[src/rtl/pipe_hazard_ctrl_pkg.sv]
// Shared encodings for the P7 pipeline hazard controller.
// Covers Tuse/Tnew values, the exception entry PC, MDU latencies and MDU FSM states.
package pipe_hazard_ctrl_pkg;

  // Tuse: cycles until the D instruction needs the operand (3 = operand unused)
  localparam logic [1:0] TUSE_0      = 2'd0;
  localparam logic [1:0] TUSE_1      = 2'd1;
  localparam logic [1:0] TUSE_2      = 2'd2;
  localparam logic [1:0] TUSE_UNUSED = 2'd3;

  // Tnew: cycles until the producer's result can be forwarded (never above 2)
  localparam logic [1:0] TNEW_0 = 2'd0;
  localparam logic [1:0] TNEW_1 = 2'd1;
  localparam logic [1:0] TNEW_2 = 2'd2;

  localparam logic [31:0] EXC_ENTRY_PC = 32'h0000_4180;

  localparam int MULT_CYC_DEF = 5;
  localparam int DIV_CYC_DEF  = 10;

  typedef enum logic {
    MD_IDLE = 1'b0,
    MD_BUSY = 1'b1
  } md_state_t;

  function automatic int max_cyc(input int a, input int b);
    return (a > b) ? a : b;
  endfunction

endpackage

[src/rtl/pipe_hazard_ctrl_md_busy_timer.sv]
// MDU busy countdown: after a qualified start, busy stays high for exactly
// MULT_CYC or DIV_CYC cycles. A start while busy reloads the count.
module md_busy_timer
  import pipe_hazard_ctrl_pkg::*;
#(
  parameter int MULT_CYC = MULT_CYC_DEF,
  parameter int DIV_CYC  = DIV_CYC_DEF
) (
  input  logic clk,
  input  logic reset,
  input  logic start,
  input  logic is_div,
  output logic busy
);

  localparam int CW = $clog2(max_cyc(MULT_CYC, DIV_CYC) + 1);

  md_state_t     state_reg, state_next;
  logic [CW-1:0] cnt_reg, cnt_next;

  always_ff @(posedge clk) begin
    if (reset) begin
      state_reg <= MD_IDLE;
      cnt_reg   <= '0;
    end else begin
      state_reg <= state_next;
      cnt_reg   <= cnt_next;
    end
  end

  always_comb begin
    state_next = state_reg;
    cnt_next   = cnt_reg;
    if (start) begin
      state_next = MD_BUSY;
      cnt_next   = is_div ? CW'(DIV_CYC) : CW'(MULT_CYC);
    end else begin
      case (state_reg)
        MD_IDLE: begin
          cnt_next = '0;
        end
        MD_BUSY: begin
          cnt_next = cnt_reg - CW'(1);
          // Leave BUSY on the edge that takes the count from 1 to 0
          if (cnt_reg <= CW'(1)) begin
            state_next = MD_IDLE;
            cnt_next   = '0;
          end
        end
        default: begin
          state_next = MD_IDLE;
          cnt_next   = '0;
        end
      endcase
    end
  end

  assign busy = (state_reg == MD_BUSY);

endmodule

[src/rtl/pipe_hazard_ctrl.sv]
// Pipeline sequencer: Tuse/Tnew and MDU stall detection, exception flush
// priority, MDU busy tracking and a stall-cycle performance counter.
module pipe_hazard_ctrl
  import pipe_hazard_ctrl_pkg::*;
#(
  parameter int MULT_CYC = MULT_CYC_DEF,
  parameter int DIV_CYC  = DIV_CYC_DEF,
  parameter int CNT_W    = 16
) (
  input  logic             clk,
  input  logic             reset,
  input  logic [4:0]       D_rs,
  input  logic [4:0]       D_rt,
  input  logic [1:0]       D_rs_tuse,
  input  logic [1:0]       D_rt_tuse,
  input  logic             D_is_md,
  input  logic [4:0]       E_A3,
  input  logic [1:0]       E_tnew,
  input  logic [4:0]       M_A3,
  input  logic [1:0]       M_tnew,
  input  logic             E_md_start,
  input  logic             E_md_div,
  input  logic             cp0_req,
  output logic             PC_WE,
  output logic             FD_WE,
  output logic             DE_flush,
  output logic             req,
  output logic             md_busy,
  output logic             md_start_q,
  output logic [CNT_W-1:0] stall_cnt
);

  logic [4:0] d_src  [2];
  logic [1:0] d_tuse [2];
  logic [1:0] src_haz;
  logic       md_haz;
  logic       raw_stall;
  logic       stall;

  logic [CNT_W-1:0] stall_cnt_reg, stall_cnt_next;

  assign d_src[0]  = D_rs;
  assign d_src[1]  = D_rt;
  assign d_tuse[0] = D_rs_tuse;
  assign d_tuse[1] = D_rt_tuse;

  // $0 is hardwired, so it can never be a real dependency
  genvar gi;
  generate
    for (gi = 0; gi < 2; gi++) begin : g_src_haz
      assign src_haz[gi] = (d_src[gi] != 5'd0) &&
                           (((d_src[gi] == E_A3) && (E_tnew > d_tuse[gi])) ||
                            ((d_src[gi] == M_A3) && (M_tnew > d_tuse[gi])));
    end
  endgenerate

  // A start flushed out of E by an exception must not reach the MDU
  assign md_start_q = E_md_start & ~cp0_req;
  assign md_haz     = D_is_md & (md_busy | md_start_q);
  assign raw_stall  = |src_haz | md_haz;

  assign req      = cp0_req;
  assign stall    = raw_stall & ~cp0_req;
  assign PC_WE    = ~stall;
  assign FD_WE    = ~stall;
  assign DE_flush = stall;

  md_busy_timer #(
    .MULT_CYC (MULT_CYC),
    .DIV_CYC  (DIV_CYC)
  ) u_md_busy_timer (
    .clk    (clk),
    .reset  (reset),
    .start  (md_start_q),
    .is_div (E_md_div),
    .busy   (md_busy)
  );

  always_comb begin
    stall_cnt_next = stall_cnt_reg;
    if (stall) begin
      stall_cnt_next = stall_cnt_reg + CNT_W'(1);
    end
  end

  always_ff @(posedge clk) begin
    if (reset) begin
      stall_cnt_reg <= '0;
    end else begin
      stall_cnt_reg <= stall_cnt_next;
    end
  end

  assign stall_cnt = stall_cnt_reg;

endmodule

[config.mk]
export PLATFORM = sky130hd
export DESIGN_NAME = pipe_hazard_ctrl
export DESIGN_NICKNAME = d
export VERILOG_FILES = /design/src/rtl/pipe_hazard_ctrl_pkg.sv /design/src/rtl/pipe_hazard_ctrl_md_busy_timer.sv /design/src/rtl/pipe_hazard_ctrl.sv
export SDC_FILE = /design/constraint.sdc
export NUM_CORES = 1
export LEC_CHECK = 0
export CAP_MARGIN = 0
export CORE_MARGIN = 2
export CORE_UTILIZATION = 44
export DETAILED_ROUTE_END_ITERATION = 10
export MAX_ROUTING_LAYER = met4
export PLACE_DENSITY = 0.8
export SLEW_MARGIN = 20
export SYNTH_ARGS = -nofsm -noshare
export SYNTH_HDL_FRONTEND = slang
export SYNTH_SLANG_ARGS = --single-unit
[constraint.sdc]
create_clock -name clk -period 3.4 [get_ports clk]
set_input_delay 0.68 -clock clk [delete_from_list [all_inputs] [get_ports clk]]
set_output_delay 0.68 -clock clk [all_outputs]
set_load 0.03 [all_outputs]
==> flow_summary_export.csv, run 1 <==
group,metric,value,unit
run_status,outcome,"finished clean",
final_layout,final_common_cell,"clkdlybuf4s50_1",
synthesis,syn-num-nets,222,
placement,place_congestion,0.853,
global_routing,antenna_found_initial,0,
sta,fin_worst_skew,0.00480,ns
synthesis,netlist_area,0.00148,sq mm
cts,clk_latency,0.30,ns
detailed_routing,via_per_inst,5.19,
power,power_density,244,mW/mm^2
final_layout,largest_reg_flops,16,
synthesis,synth-seq-cells,21,
final_layout,final_cell_mix,"51 x clkdlybuf4s50_1, 21 x dfxtp_1, 16 x xnor2_1, 16 x a21oi_1, 12 x nor2_1",
power,power_leakage,0.771,nW
synthesis,ys.flop_type,"dfxtp_1",
cts,path_clk_slew,0.11,ns
detailed_routing,highest_layer,"met4",
detailed_routing,met2_length,1890,um
global_routing,grt_pass1_wl,5370,um
synthesis,ys_warn_count,0,
setup_path,critPathLaunchType,"input pin",
setup_path,criticalPathCategory,"input pin to output pin",
cts,h-tree-depth,1,
sta,max_freq,301,MHz
sta,tightest_slew,0.596,ns
setup_path,max_stage_delay,0.48,ns
detailed_routing,via_count,1459,
setup_path,crit_path_max_fanout,2,
synthesis,synth-edff-count,0,
setup_path,slowest_stage,"clkdlybuf4s50_1",
global_routing,grt_start_max_net_pins,19,
placement,dp_hpwl,2840,um
floorplanning,core_area,0.00328,sq mm
sta,setup_viol,0,
detailed_routing,drt-met1-wl,1540,um
detailed_routing,route.met3.wl,165,um
sta,finalSetupTns,0,ns
synthesis,syn_inst,177,
synthesis,ys_seq_area_share,28.4,%
final_layout,num-nets-final,281,
sta,fin_crit,3.33,ns
cts,post-cts-setup-buffers,0,
final_layout,drive_gt1_share,13.2,%
floorplanning,die_x,62.0,um
setup_path,cp-end-kind,"output pin",
setup_path,r2r_setup_slack,1.26,ns
setup_path,critical-path-top-delay-family,"buffers and inverters",
hold_path,min_path_type,"flip-flop to flip-flop",
cts,cts_tree,"built",
sta,timing.final.hold_violations,0,
setup_path,path_cells,"clkdlybuf4s50_1 -> ha_4 -> nor2b_4 -> o21ai_2 -> a2111oi_2 -> o22ai_1 -> and3_4 -> nor2_4 -> inv_2 -> buf_6",
synthesis,yosysUniqueCellTypes,39,
synthesis,async_flop_share,0,%
setup_path,required,2.72,ns
global_routing,grt_pass1_vias,1286,
detailed_routing,drcViolationCount,0,
setup_path,critical_path_buf_inv_count,3,
global_routing,grtUsageTotal,19.3,%
floorplanning,die_h,62.0,um
setup_path,arrival,2.65,ns
floorplanning,io-pin-count,56,
detailed_routing,ant_nets,0,
final_layout,n_antenna_cell,0,
detailed_routing,wl_per_cell,13.0,um
floorplanning,die_area,0.00384,sq mm
detailed_routing,drt-total-wl,3640,um
floorplanning,rows,21,
synthesis,syn_avg_cell_area,8.36,sq um
sta,setup_slack,0.0730,ns
final_layout,synthToLayoutAreaGrowth,47.8,%
detailed_routing,drtIter0Drc,38,
floorplanning,start_util,45.0,%
placement,io_buffers,55,
sta,final.period_utilization,97.9,%
detailed_routing,first_pass_iters,4,
cts,cts_sinks,21,
cts,clock_path_buffers,2,
global_routing,overflow,0,
power,ir_drop,0.289,mV
placement,pre_cts_slack,0.0723,ns
cts,numCtsBuffers,3,
job,cap_viol_max_count,0,
sta,slew_headroom,60.1,%
sta,drv_slew,0,
cts,cts-root-buf,"clkbuf_4",
final_layout,final_util,66.6,%
[report_power, final]
part	switching [mW]	internal, mW	total, mW
clock network	0.0718	0.0457	0.118
logic	0.0776	0.0861	0.164
registers	0.00302	0.249	0.252
total	0.152	0.381	0.534
[cell families (layout without fill, tap and decap cells)]
logic type / Yosys count / in the layout / share of synthesized area (%)
and+or+nand+nor: 60 / 60 / 22.2
AOI/OAI and AO/OA: 40 / 40 / 17.9
xor gates and xnor gates: 24 / 24 / 14.2
DFF: 21 / 21 / 28.4
buffers and inverters: 18 / 76 / 5.67
adders and majority gates: 11 / 11 / 9.31
muxes: 3 / 3 / 2.28
[routing by layer]
metal  vias to the layer above  global-route usage (%)
met3                         4                    4.76
li1                        754                       -
met1                       664                    22.0
met2                        37                    34.1
met4                         0                    3.65
met5                         -                       -
[layout make-up]
cell class | instances | area [sq um]
Clock buffer | 4 | 26.3
Timing Repair Buffer | 60 | 591
Inverter | 12 | 45.0
Fill cell | 282 | 1100
Tap cell | 46 | 57.6
Sequential cell | 21 | 420
Multi-Input combinational cell | 138 | 1050
[timing repair]
item,in CTS,in global routing
endpoints found under the setup margin,0,3
resized for setup,0,17
hold buffers,0,0
[synth_stat cells (2+ instances only)]
master | number | area share (%)
dfxtp_1 | 21 | 28
a21oi_1 | 16 | 5.4
xnor2_1 | 16 | 9.5
nor2_1 | 13 | 3.3
inv_1 | 12 | 3.0
ha_1 | 11 | 9.3
nand2_1 | 8 | 2.0
xor2_1 | 8 | 4.7
or4_1 | 7 | 3.6
nand3_1 | 6 | 2.0
nor2b_1 | 6 | 2.5
o31ai_1 | 6 | 3.0
o21ai_0 | 5 | 1.7
nand4_1 | 4 | 1.7
nor3_1 | 4 | 1.4
mux2_2 | 3 | 2.3
buf_4 | 2 | 1.0
nand2b_1 | 2 | 0.85
nor3b_1 | 2 | 1.0
nor4_1 | 2 | 0.85
o21a_1 | 2 | 1.0
o21ba_2 | 2 | 1.4
o22ai_1 | 2 | 0.85
or3_1 | 2 | 0.85
[final timing paths]
| kind | from | end | cells past startpoint |
|---|---|---|---|
| max | E_tnew[1] | PC_WE | 10 |
| min | stall_cnt[6] | stall_cnt[6] | 2 |
| max reg2reg | stall_cnt[3] | stall_cnt[15] | 7 |
| min reg2reg | stall_cnt[6] | stall_cnt[6] | 2 |
[per-stage QoR]
stage	instances	cell area [sq um]	total power [mW]	hold WS, ns
after detailed placement	277	2090	0.405	0.491
after floorplan	177	1490	0.335	0.518
after global routing	281	2190	0.563	0.536
final	281	2190	0.534	0.507
after CTS	281	2110	0.525	0.508
after global placement	277	2090	0.404	0.487
[worst min-delay path, cell delays in order (launching register included)]
cell	delay, ns
dfxtp_1	0.35
o31ai_1	0.07
a21oi_1	0.06
(Power assumes the default switching activity.)
==> run 2: changes to the inputs <==
--- a/config.mk
+++ b/config.mk
@@ -7,10 +7,10 @@
 export LEC_CHECK = 0
 export CAP_MARGIN = 0
 export CORE_MARGIN = 2
-export CORE_UTILIZATION = 44
+export CORE_UTILIZATION = 40
 export DETAILED_ROUTE_END_ITERATION = 10
 export MAX_ROUTING_LAYER = met4
-export PLACE_DENSITY = 0.8
+export PLACE_DENSITY = 0.77
 export SLEW_MARGIN = 20
 export SYNTH_ARGS = -nofsm -noshare
 export SYNTH_HDL_FRONTEND = slang
==> constraint.sdc (replaced) <==
create_clock -name clk -period 2.7 [get_ports clk]
set_input_delay 0.54 -clock clk [delete_from_list [all_inputs] [get_ports clk]]
set_output_delay 0.54 -clock clk [all_outputs]
set_load 0.03 [all_outputs]
==> run 2 against run 1 <==
  * Core utilization increased by 2.9 points
  * Clock skew fell by 0.0025 ns
  * Die area grew 9.3%
  * Wire length rose by 19%
  * Final cell count is 8.5% higher
  * Largest cell class unchanged
==> flow_summary_export.csv, run 2 (synthesis gave the netlist of run 1 again) <==
group,metric,value,unit
cts,cts_tree,"built",
final_layout,num-nets-final,303,
setup_path,critical_path_buf_inv_count,4,
floorplanning,die_area,0.00420,sq mm
power,power,0.780,mW
power,p_sw,0.225,mW
sta,fin_crit,2.69,ns
run_status,outcome,"finished clean",
floorplanning,rows,22,
detailed_routing,drt-total-wl,4350,um
setup_path,reg2reg_depth,7,
floorplanning,start_util,41.0,%
sta,max_freq,372,MHz
sta,final.period_utilization,99.6,%
setup_path,critical-path-top-delay-family,"buffers and inverters",
placement,place_congestion,0.882,
setup_path,required,2.16,ns
cts,clock_path_buffers,2,
global_routing,grt_start_max_net_pins,16,
setup_path,r2r-end,"stall_cnt[15]",
detailed_routing,drcViolationCount,0,
sta,grt_setup_unrepaired,"true",
global_routing,grt_pass1_vias,1486,
cts,numCtsBuffers,3,
placement,io_buffers,55,
sta,drv_slew,0,
floorplanning,core_area,0.00361,sq mm
power,p_int,0.556,mW
floorplanning,die_x,64.8,um
cts,ctsHoldBuffers,0,
final_layout,final_cell_mix,"28 x buf_4, 24 x clkdlybuf4s50_1, 21 x dfxtp_1",
final_layout,final_common_cell,"buf_4",
floorplanning,die_h,64.8,um
hold_path,min_from,"stall_cnt[6]",
power,p_comb_share,33.9,%
power,power_density,311,mW/mm^2
job,cap_viol_max_count,0,
cts,h-tree-depth,1,
hold_path,min_path_cells,2,
global_routing,grt_pass1_wl,6940,um
placement,dp.cells,297,
power,power_leakage,0.950,nW
placement,dp_hpwl,3050,um
detailed_routing,via_per_inst,5.23,
setup_path,arrival,2.15,ns
global_routing,overflow,0,
final_layout,drive_gt1_share,31.5,%
sta,fin_worst_skew,0.00227,ns
cts,clk_latency,0.25,ns
power,seq_power_share,40.7,%
final_layout,synthToLayoutAreaGrowth,69.5,%
hold_path,min_path_type,"flip-flop to flip-flop",
setup_path,cp-end-kind,"output pin",
power,switching_share,28.8,%
sta,tightest_slew,0.491,ns
cts,cts-root-buf,"clkbuf_8",
detailed_routing,via_count,1594,
detailed_routing,ant_nets,0,
final_layout,largest_reg_flops,16,
detailed_routing,first_pass_iters,4,
setup_path,max_stage_delay,0.32,ns
setup_path,critPathLaunchType,"input pin",
setup_path,r2r_setup_slack,0.56,ns
cts,path_clk_slew,0.07,ns
setup_path,path_cells,"dlygate4sd2_1 -> inv_2 -> ha_2 -> a2111oi_4 -> o22ai_2 -> and3_4 -> nor2_4 -> inv_4 -> buf_6",
detailed_routing,wl_per_cell,14.2,um
cts,cts_sinks,21,
setup_path,slowest_stage,"a2111oi_4",
detailed_routing,drtIter0Drc,46,
setup_path,r2r_start,"stall_cnt[3]",
global_routing,grtUsageTotal,21.5,%
sta,setup_viol,0,
power,p_clk_share,25.4,%
setup_path,crit_path_max_fanout,2,
final_layout,n_antenna_cell,0,
hold_path,hold_path_end,"stall_cnt[6]",
setup_path,criticalPathCategory,"input pin to output pin",
sta,timing.final.hold_violations,0,
global_routing,antenna_found_initial,0,
power,ir_drop,0.293,mV
sta,slew_headroom,67.2,%
floorplanning,io-pin-count,56,
final_layout,fin_cells,305,
==> run 2: metal layers <==
| layer | share of wire (%) | track usage [%] | vias to the layer above |
|---|---|---|---|
| met1 | 41 | 25.5 | 739 |
| li1 | - | - | 797 |
| met5 | 0 | - | - |
| met3 | 5.1 | 3.13 | 10 |
| met2 | 52 | 39.0 | 48 |
| met4 | 2.0 | 3.46 | 0 |
==> run 2: cell type report <==
cell class / count / area [sq um]
multi-input combinational: 138 / 1210
fill: 284 / 1100
timing repair buffer: 82 / 714
sequential: 21 / 420
inverter: 12 / 60.1
tap: 48 / 60.1
clock buffer: 4 / 45.0
==> run 2: worst max-delay path by stage <==
stage | start | to | slack (ns) | cells past startpoint
5_1_grt | D_rt_tuse[1] | FD_WE | -0.05 | 11
3_3_place_gp | D_rt_tuse[1] | stall_cnt[10] | -0.63 | 11
6_report | M_tnew[0] | FD_WE | 0.01 | 9
2_1_floorplan | D_rt_tuse[1] | PC_WE | -0.26 | 12
3_5_place_dp | D_rt_tuse[1] | stall_cnt[9] | -0.70 | 11
4_1_cts | D_rt_tuse[1] | FD_WE | 0.001 | 11
==> run 2: worst reg2reg max path: cells and delay by family (launching register included) <==
kind               cells  cell delay [ns]
DFF                    1             0.41
and+or+nand+nor        4             0.86
AOI/OAI and AO/OA      3             0.79
==> run 2: repair_timing <==
action	CTS	global route
buffers inserted	3	1
pin swaps	19	14
endpoints found under the setup margin	17	9
resized for setup	62	31
==> run 2: metrics by stage <==
stage / setup slack [ns] / setup TNS, ns / util (%) / cell area [sq um] / hold slack [ns]
5_1_grt: -0.0512 / -0.122 / 69.5 / 2510 / 0.541
2_1_floorplan: -0.259 / -0.369 / - / 1520 / 0.518
3_3_place_gp: -0.627 / -9.68 / 62.4 / 2250 / 0.483
6_report: 0.0113 / 0 / 69.5 / 2510 / 0.501
3_5_place_dp: -0.696 / -10.53 / 62.4 / 2250 / 0.487
4_1_cts: 0.00109 / 0 / 66.7 / 2410 / 0.501
==> run 2: power by group through the flow <==
stage / Sequential [mW] / Clock [mW] / Combinational (mW)
floorplan: 0.329 / 0 / 0.0996
global placement: 0.325 / 0 / 0.208
detailed placement: 0.325 / 0 / 0.212
CTS: 0.318 / 0.204 / 0.231
global route: 0.318 / 0.219 / 0.285
finish: 0.318 / 0.198 / 0.264
==> run 3: changes to the inputs <==
--- a/config.mk
+++ b/config.mk
@@ -11,7 +11,7 @@
 export DETAILED_ROUTE_END_ITERATION = 10
 export MAX_ROUTING_LAYER = met4
 export PLACE_DENSITY = 0.77
-export SLEW_MARGIN = 20
+export SLEW_MARGIN = 10
 export SYNTH_ARGS = -nofsm -noshare
 export SYNTH_HDL_FRONTEND = slang
 export SYNTH_SLANG_ARGS = --single-unit
==> results of run 3 <==
No change in the layout: final DEF, timing and power equal those of run 2.
==> edit 1: new RTL, flow settings as in run 3 <==
Make the reset (`reset`) asynchronous in 2 clocked blocks.
--- a/src/rtl/pipe_hazard_ctrl_md_busy_timer.sv
+++ b/src/rtl/pipe_hazard_ctrl_md_busy_timer.sv
@@ -18,7 +18,7 @@
   md_state_t     state_reg, state_next;
   logic [CW-1:0] cnt_reg, cnt_next;
 
-  always_ff @(posedge clk) begin
+  always_ff @(posedge clk or posedge reset) begin
     if (reset) begin
       state_reg <= MD_IDLE;
       cnt_reg   <= '0;
--- a/src/rtl/pipe_hazard_ctrl.sv
+++ b/src/rtl/pipe_hazard_ctrl.sv
@@ -83,7 +83,7 @@
     end
   end
 
-  always_ff @(posedge clk) begin
+  always_ff @(posedge clk or posedge reset) begin
     if (reset) begin
       stall_cnt_reg <= '0;
     end else begin
Check against the original RTL: differs if reset is asserted again (counterexample within 4 cycles, from zero or initial values and one cycle with reset high); with reset held inactive, the same outputs for 10 cycles.
==> edit 1 against run 3 <==
Cell area decreased by 4.9%. Synthesized area decreased by 0.42%. Die area decreased by 0.40%. Wire length decreased by 10%. Global-route usage decreased by 2.3 points. Sequential cell count unchanged. Setup slack got worse by 0.80 ps. Critical endpoint unchanged. Largest cell class unchanged.
Power is not compared: it rests on default switching activity, and its combinational part moved more than twofold at a synthesized area within 25%.
==> edit 1: results (changes against run 3) <==
Global route
  – Vias in the first global route: 1385 (was 1486)
  – Largest net degree at the start of global routing: 22 (was 16)
  – Global-route track usage on met3: 0.01563 (was 0.03125)
  – GR met2 Demand/Resource: 0.3411 (was 0.3905)
  – GRT Total Usage: 0.1926 (was 0.2151)
  – Initial antenna violation count: 0 (unchanged)
  – GR Util met1: 0.2245 (was 0.2553)
  – Global-route wire length before repair: 6030 um (was 6941 um)

Finish
  – Filler Cells Inserted: 270 (was 284)
  – Final non-filler cell total: 273 (was 305)
  – Nets: 271 (was 303)
  – Layout cell share with drive strength beyond 1: 0.2667 (was 0.3152)

Synthesis
  – Mapped Nets: 194 (was 222)
  – Synth top area cells: dfrtp_1 (36%), xnor2_1 (17%), ha_1 (9.3%) (was dfxtp_1 (28%), xnor2_1 (9.5%), ha_1 (9.3%))
  – Sequential area share after synthesis: 0.3568 (was 0.2843)
  – Primary FF master, synth: dfrtp_1 (was dfxtp_1)
  – Post-synth top cells: xnor2_1 (28), dfrtp_1 (21), inv_1 (14) (was dfxtp_1 (21), a21oi_1 (16), xnor2_1 (16))
  – Syn_area_per_cell: 9.884 um2 (was 8.355 um2)
  – Netlist cell types: 32 (was 39)

Min path
  – WHS Endpoint: stall_cnt[15] (was stall_cnt[6])
  – Hold Crit Start: stall_cnt[15] (was stall_cnt[6])

Placement
  – Post-DP Area: 2188 um2 (was 2248 um2)
  – DPL Wire Length: 2791 um (was 3049 um)
  – Placer congestion estimate: 0.9289 (was 0.8820)
  – Post-place setup slack: -310.9 ps (was -695.7 ps)

Detailed routing
  – Vias: 1344 (was 1594)
  – Avg WL per Cell: 14.26 um (was 14.25 um)
  – DR WL met3: 155 um (was 222 um)
  – Post-Route M1 WL: 1580 um (was 1774 um)
  – DRT iter0 DRCs: 61 (was 46)
  – Met2 wire length: 2086 um (was 2263 um)

Timing
  – Relative slew slack: 0.4717 (was 0.6719)
  – Hold slack: 480.1 ps (was 501.0 ps)
  – Final WS setup: 10.49 ps (was 11.29 ps)
  – Skew final: 3.400 ps (was 2.268 ps)

CTS
  – Cts repair resizes: 37 (was 62)
  – Post-CTS Setup Inserts: 1 (was 3)

Critical path
  – Cells on worst reg2reg path: 8 (was 7)
  – R2R Path End: stall_cnt[14] (was stall_cnt[15])
  – R2R Setup Slk: 960 ps (was 560 ps)

Outcome
  – Status: finished clean (unchanged)

Power
  – Total power: 0.001293 W
edit 1: changes by cell type after synthesis, moves of 5 or more:
| cell | run 3 | this run |
|---|---|---|
| nor2_1 | 13 | 4 |
| nand4_1 | 4 | 11 |
| a21oi_1 | 16 | 3 |
| xnor2_1 | 16 | 28 |
| dfrtp_1 | 0 | 21 |
| or4_1 | 7 | 2 |
| dfxtp_1 | 21 | 0 |
| o31ai_1 | 6 | 1 |
edit 1: worst max-delay path: stages:
cell and delay [ps]:
dlygate4sd2_1 280, buf_4 150, xnor2_1 210, nand4_1 180, nor4_4 210, o22ai_4 120, a31oi_4 260, inv_4 60
buf_6 140
edit 1: area by class of cell:
cell class	count	area, um2	share of cell area
Sequential cell	21	525.5	0.2206
Clock buffer	4	45.04	0.01891
Tap cell	48	60.06	0.02521
Inverter	14	55.05	0.02311
Timing Repair Buffer	75	669.4	0.2810
Multi-Input combinational cell	111	1027	0.4312
edit 1: worst max path at each step:
stage,end,slack [ps],start,cells past startpoint
6_report,FD_WE,10,D_rt[4],9
5_1_grt,FD_WE,-40,D_rt[0],9
4_1_cts,FD_WE,0.5,D_rt[1],6
3_5_place_dp,FD_WE,-310,D_rt_tuse[1],10
3_3_place_gp,DE_flush,-260,D_rs_tuse[1],9
2_1_floorplan,PC_WE,3,D_rt_tuse[1],9
edit 1: cells by family (layout without fill, tap and decap cells):
| group | count (synthesis) | after routing | share of synthesized area |
|---|---|---|---|
| buf+inv | 17 | 93 | 0.05352 |
| simple gates | 47 | 47 | 0.1861 |
| mux | 1 | 1 | 0.01019 |
| xor+xnor | 37 | 37 | 0.2201 |
| compound gates | 15 | 15 | 0.07986 |
| fa+ha+maj | 11 | 11 | 0.09346 |
| flops | 21 | 21 | 0.3568 |
==> edit 2: new RTL, config.mk and constraints of run 3 <==
Without the edit above. `DIV_CYC_DEF`: 10 -> 9.
--- a/src/rtl/pipe_hazard_ctrl_pkg.sv
+++ b/src/rtl/pipe_hazard_ctrl_pkg.sv
@@ -16,7 +16,7 @@
   localparam logic [31:0] EXC_ENTRY_PC = 32'h0000_4180;
 
   localparam int MULT_CYC_DEF = 5;
-  localparam int DIV_CYC_DEF  = 10;
+  localparam int DIV_CYC_DEF  = 9;
 
   typedef enum logic {
     MD_IDLE = 1'b0,
Check against the original RTL: same outputs for any inputs over 10 cycles, from zero or initial values and one cycle with reset high; that may be too few to reach the edited logic, so the function may still have changed.
==> edit 2 against run 3 <==
Setup slack improved by 46 ps. Combinational power decreased by 22%. Wire length decreased by 17%. Cell area decreased by 7.9%. Core utilization decreased by 6.0 points. Total power decreased by 6.3%. Die area increased by 1.0%. Non-clock buffer count decreased by 17. Sequential cell count unchanged. Critical endpoint is now PC_WE. Critical path type unchanged. Clock power increased by 5%. Sequential share of layout area increased by 1.4 points. Synthesized area increased by 1.1%. Final cell count decreased by 5.2%.
==> edit 2: results (changes against run 3) <==
Min path
  – WHS Endpoint: stall_cnt[13] (was stall_cnt[6])
  – Hold Crit Start: stall_cnt[13] (was stall_cnt[6])

CTS
  – Worst skew pair latency: 270 ps (was 250 ps)
  – Cts repair resizes: 36 (was 62)
  – Buffer depth of the longest clock path: 2 (unchanged)
  – Cts bufs inserted: 3 (unchanged)
  – Post-CTS Setup Inserts: 0 (was 3)

Global route
  – Vias in the first global route: 1403 (was 1486)
  – Largest net degree at the start of global routing: 15 (was 16)
  – GRT Total Usage: 0.1812 (was 0.2151)
  – Global-route wire length before repair: 5982 um (was 6941 um)

Detailed routing
  – Total Wirelength: 3599 um (was 4345 um)
  – Vias: 1467 (was 1594)
  – DRT iter0 DRCs: 53 (was 46)

Placement
  – Placer congestion estimate: 0.8814 (was 0.8820)
  – DPL Wire Length: 2974 um (was 3049 um)
  – Post-DP Area: 2181 um2 (was 2248 um2)

Synthesis
  – Post-synth top cells: xnor2_1 (22), dfxtp_1 (21), inv_1 (17) (was dfxtp_1 (21), a21oi_1 (16), xnor2_1 (16))
  – Synth Instances: 176 (was 177)
  – Mapped Nets: 221 (was 222)
  – Sequential area share after synthesis: 0.2812 (was 0.2843)
  – Synth top area cells: dfxtp_1 (28%), xnor2_1 (13%), ha_1 (9.2%) (was dfxtp_1 (28%), xnor2_1 (9.5%), ha_1 (9.3%))

Timing
  – Worst Tran Pin Value: 356.8 ps (was 490.6 ps)
  – Hold slack: 511.7 ps (was 501.0 ps)

Power
  – VDD IR max: 0.2030 mV (was 0.2934 mV)
  – Leak: 0.8697 nW (was 0.9502 nW)

Finish
  – Final non-filler cell total: 289 (was 305)
  – Layout cell share with drive strength beyond 1: 0.2158 (was 0.3152)

Critical path
  – R2R Setup Slk: 830 ps (was 560 ps)
  – Critical Path AT: 2100 ps (was 2150 ps)
  – Crit-path slowest cell: or4_4 (was a2111oi_4)
  – Peak per-stage delay on the critical path: 550 ps (was 320 ps)
  – R2R Path End: stall_cnt[15] (unchanged)
  – Critical path fanouts, max: 3 (was 2)

Outcome
  – Status: finished clean (unchanged)
edit 2: cell type report:
class                           count  area [um2]
Fill cell                         334        1326
Clock inverter                      1       5.005
Timing Repair Buffer               65       595.6
Inverter                           17       66.31
Sequential cell                    21       420.4
Multi-Input combinational cell    134        1119
Clock buffer                        3       41.29
Tap cell                           48       60.06
edit 2: worst max path at each step:
stage	start	endpoint	slack, ps	depth (start not counted)
after floorplan	D_rt_tuse[1]	PC_WE	3	9
after global routing	D_rs[2]	PC_WE	-3	8
after detailed placement	D_rt_tuse[1]	PC_WE	-180	10
after global placement	D_rt_tuse[1]	FD_WE	-180	10
final	D_rt[2]	PC_WE	60	6
after CTS	E_tnew[1]	PC_WE	20	9
edit 2: power breakdown:
part	switching, W	internal, W
clock	0.000104	0.000103
combinational	0.000104	0.000101
sequential	0.00000514	0.000314
edit 2: cells by family (layout without fill, tap and decap cells):
group | Yosys count | in the layout | synth area share
multiplexers | 2 | 2 | 0.01506
adder cells (fa/ha/maj) | 11 | 11 | 0.09205
buffers and inverters | 21 | 86 | 0.05857
AO/OA/AOI/OAI | 32 | 32 | 0.1623
flip-flops | 21 | 21 | 0.2812
AND/OR/NAND/NOR | 59 | 59 | 0.2151
XOR/XNOR | 30 | 30 | 0.1757
edit 2: stage by stage:
stage,util,setup WS (ps),power [W]
global placement,0.6002,-176.3,0.0005189
global route,0.6350,-2.612,0.0007649
detailed placement,0.6002,-182.0,0.0005213
finish,0.6350,57.36,0.0007310
CTS,0.6260,15.10,0.0007334
floorplan,-,2.783,0.0004240
edit 2: worst min-delay path, cell delays in order (launching register included):
cell and delay [ps]:
dfxtp_1 330, o21ai_0 80, a21oi_1 60
edit 2: routing by layer:
metal  wire length, um  GRT usage
met3               166    0.01541
met1              1604     0.2182
met4                70    0.06250
met2              1758     0.3196
met5                 0          -
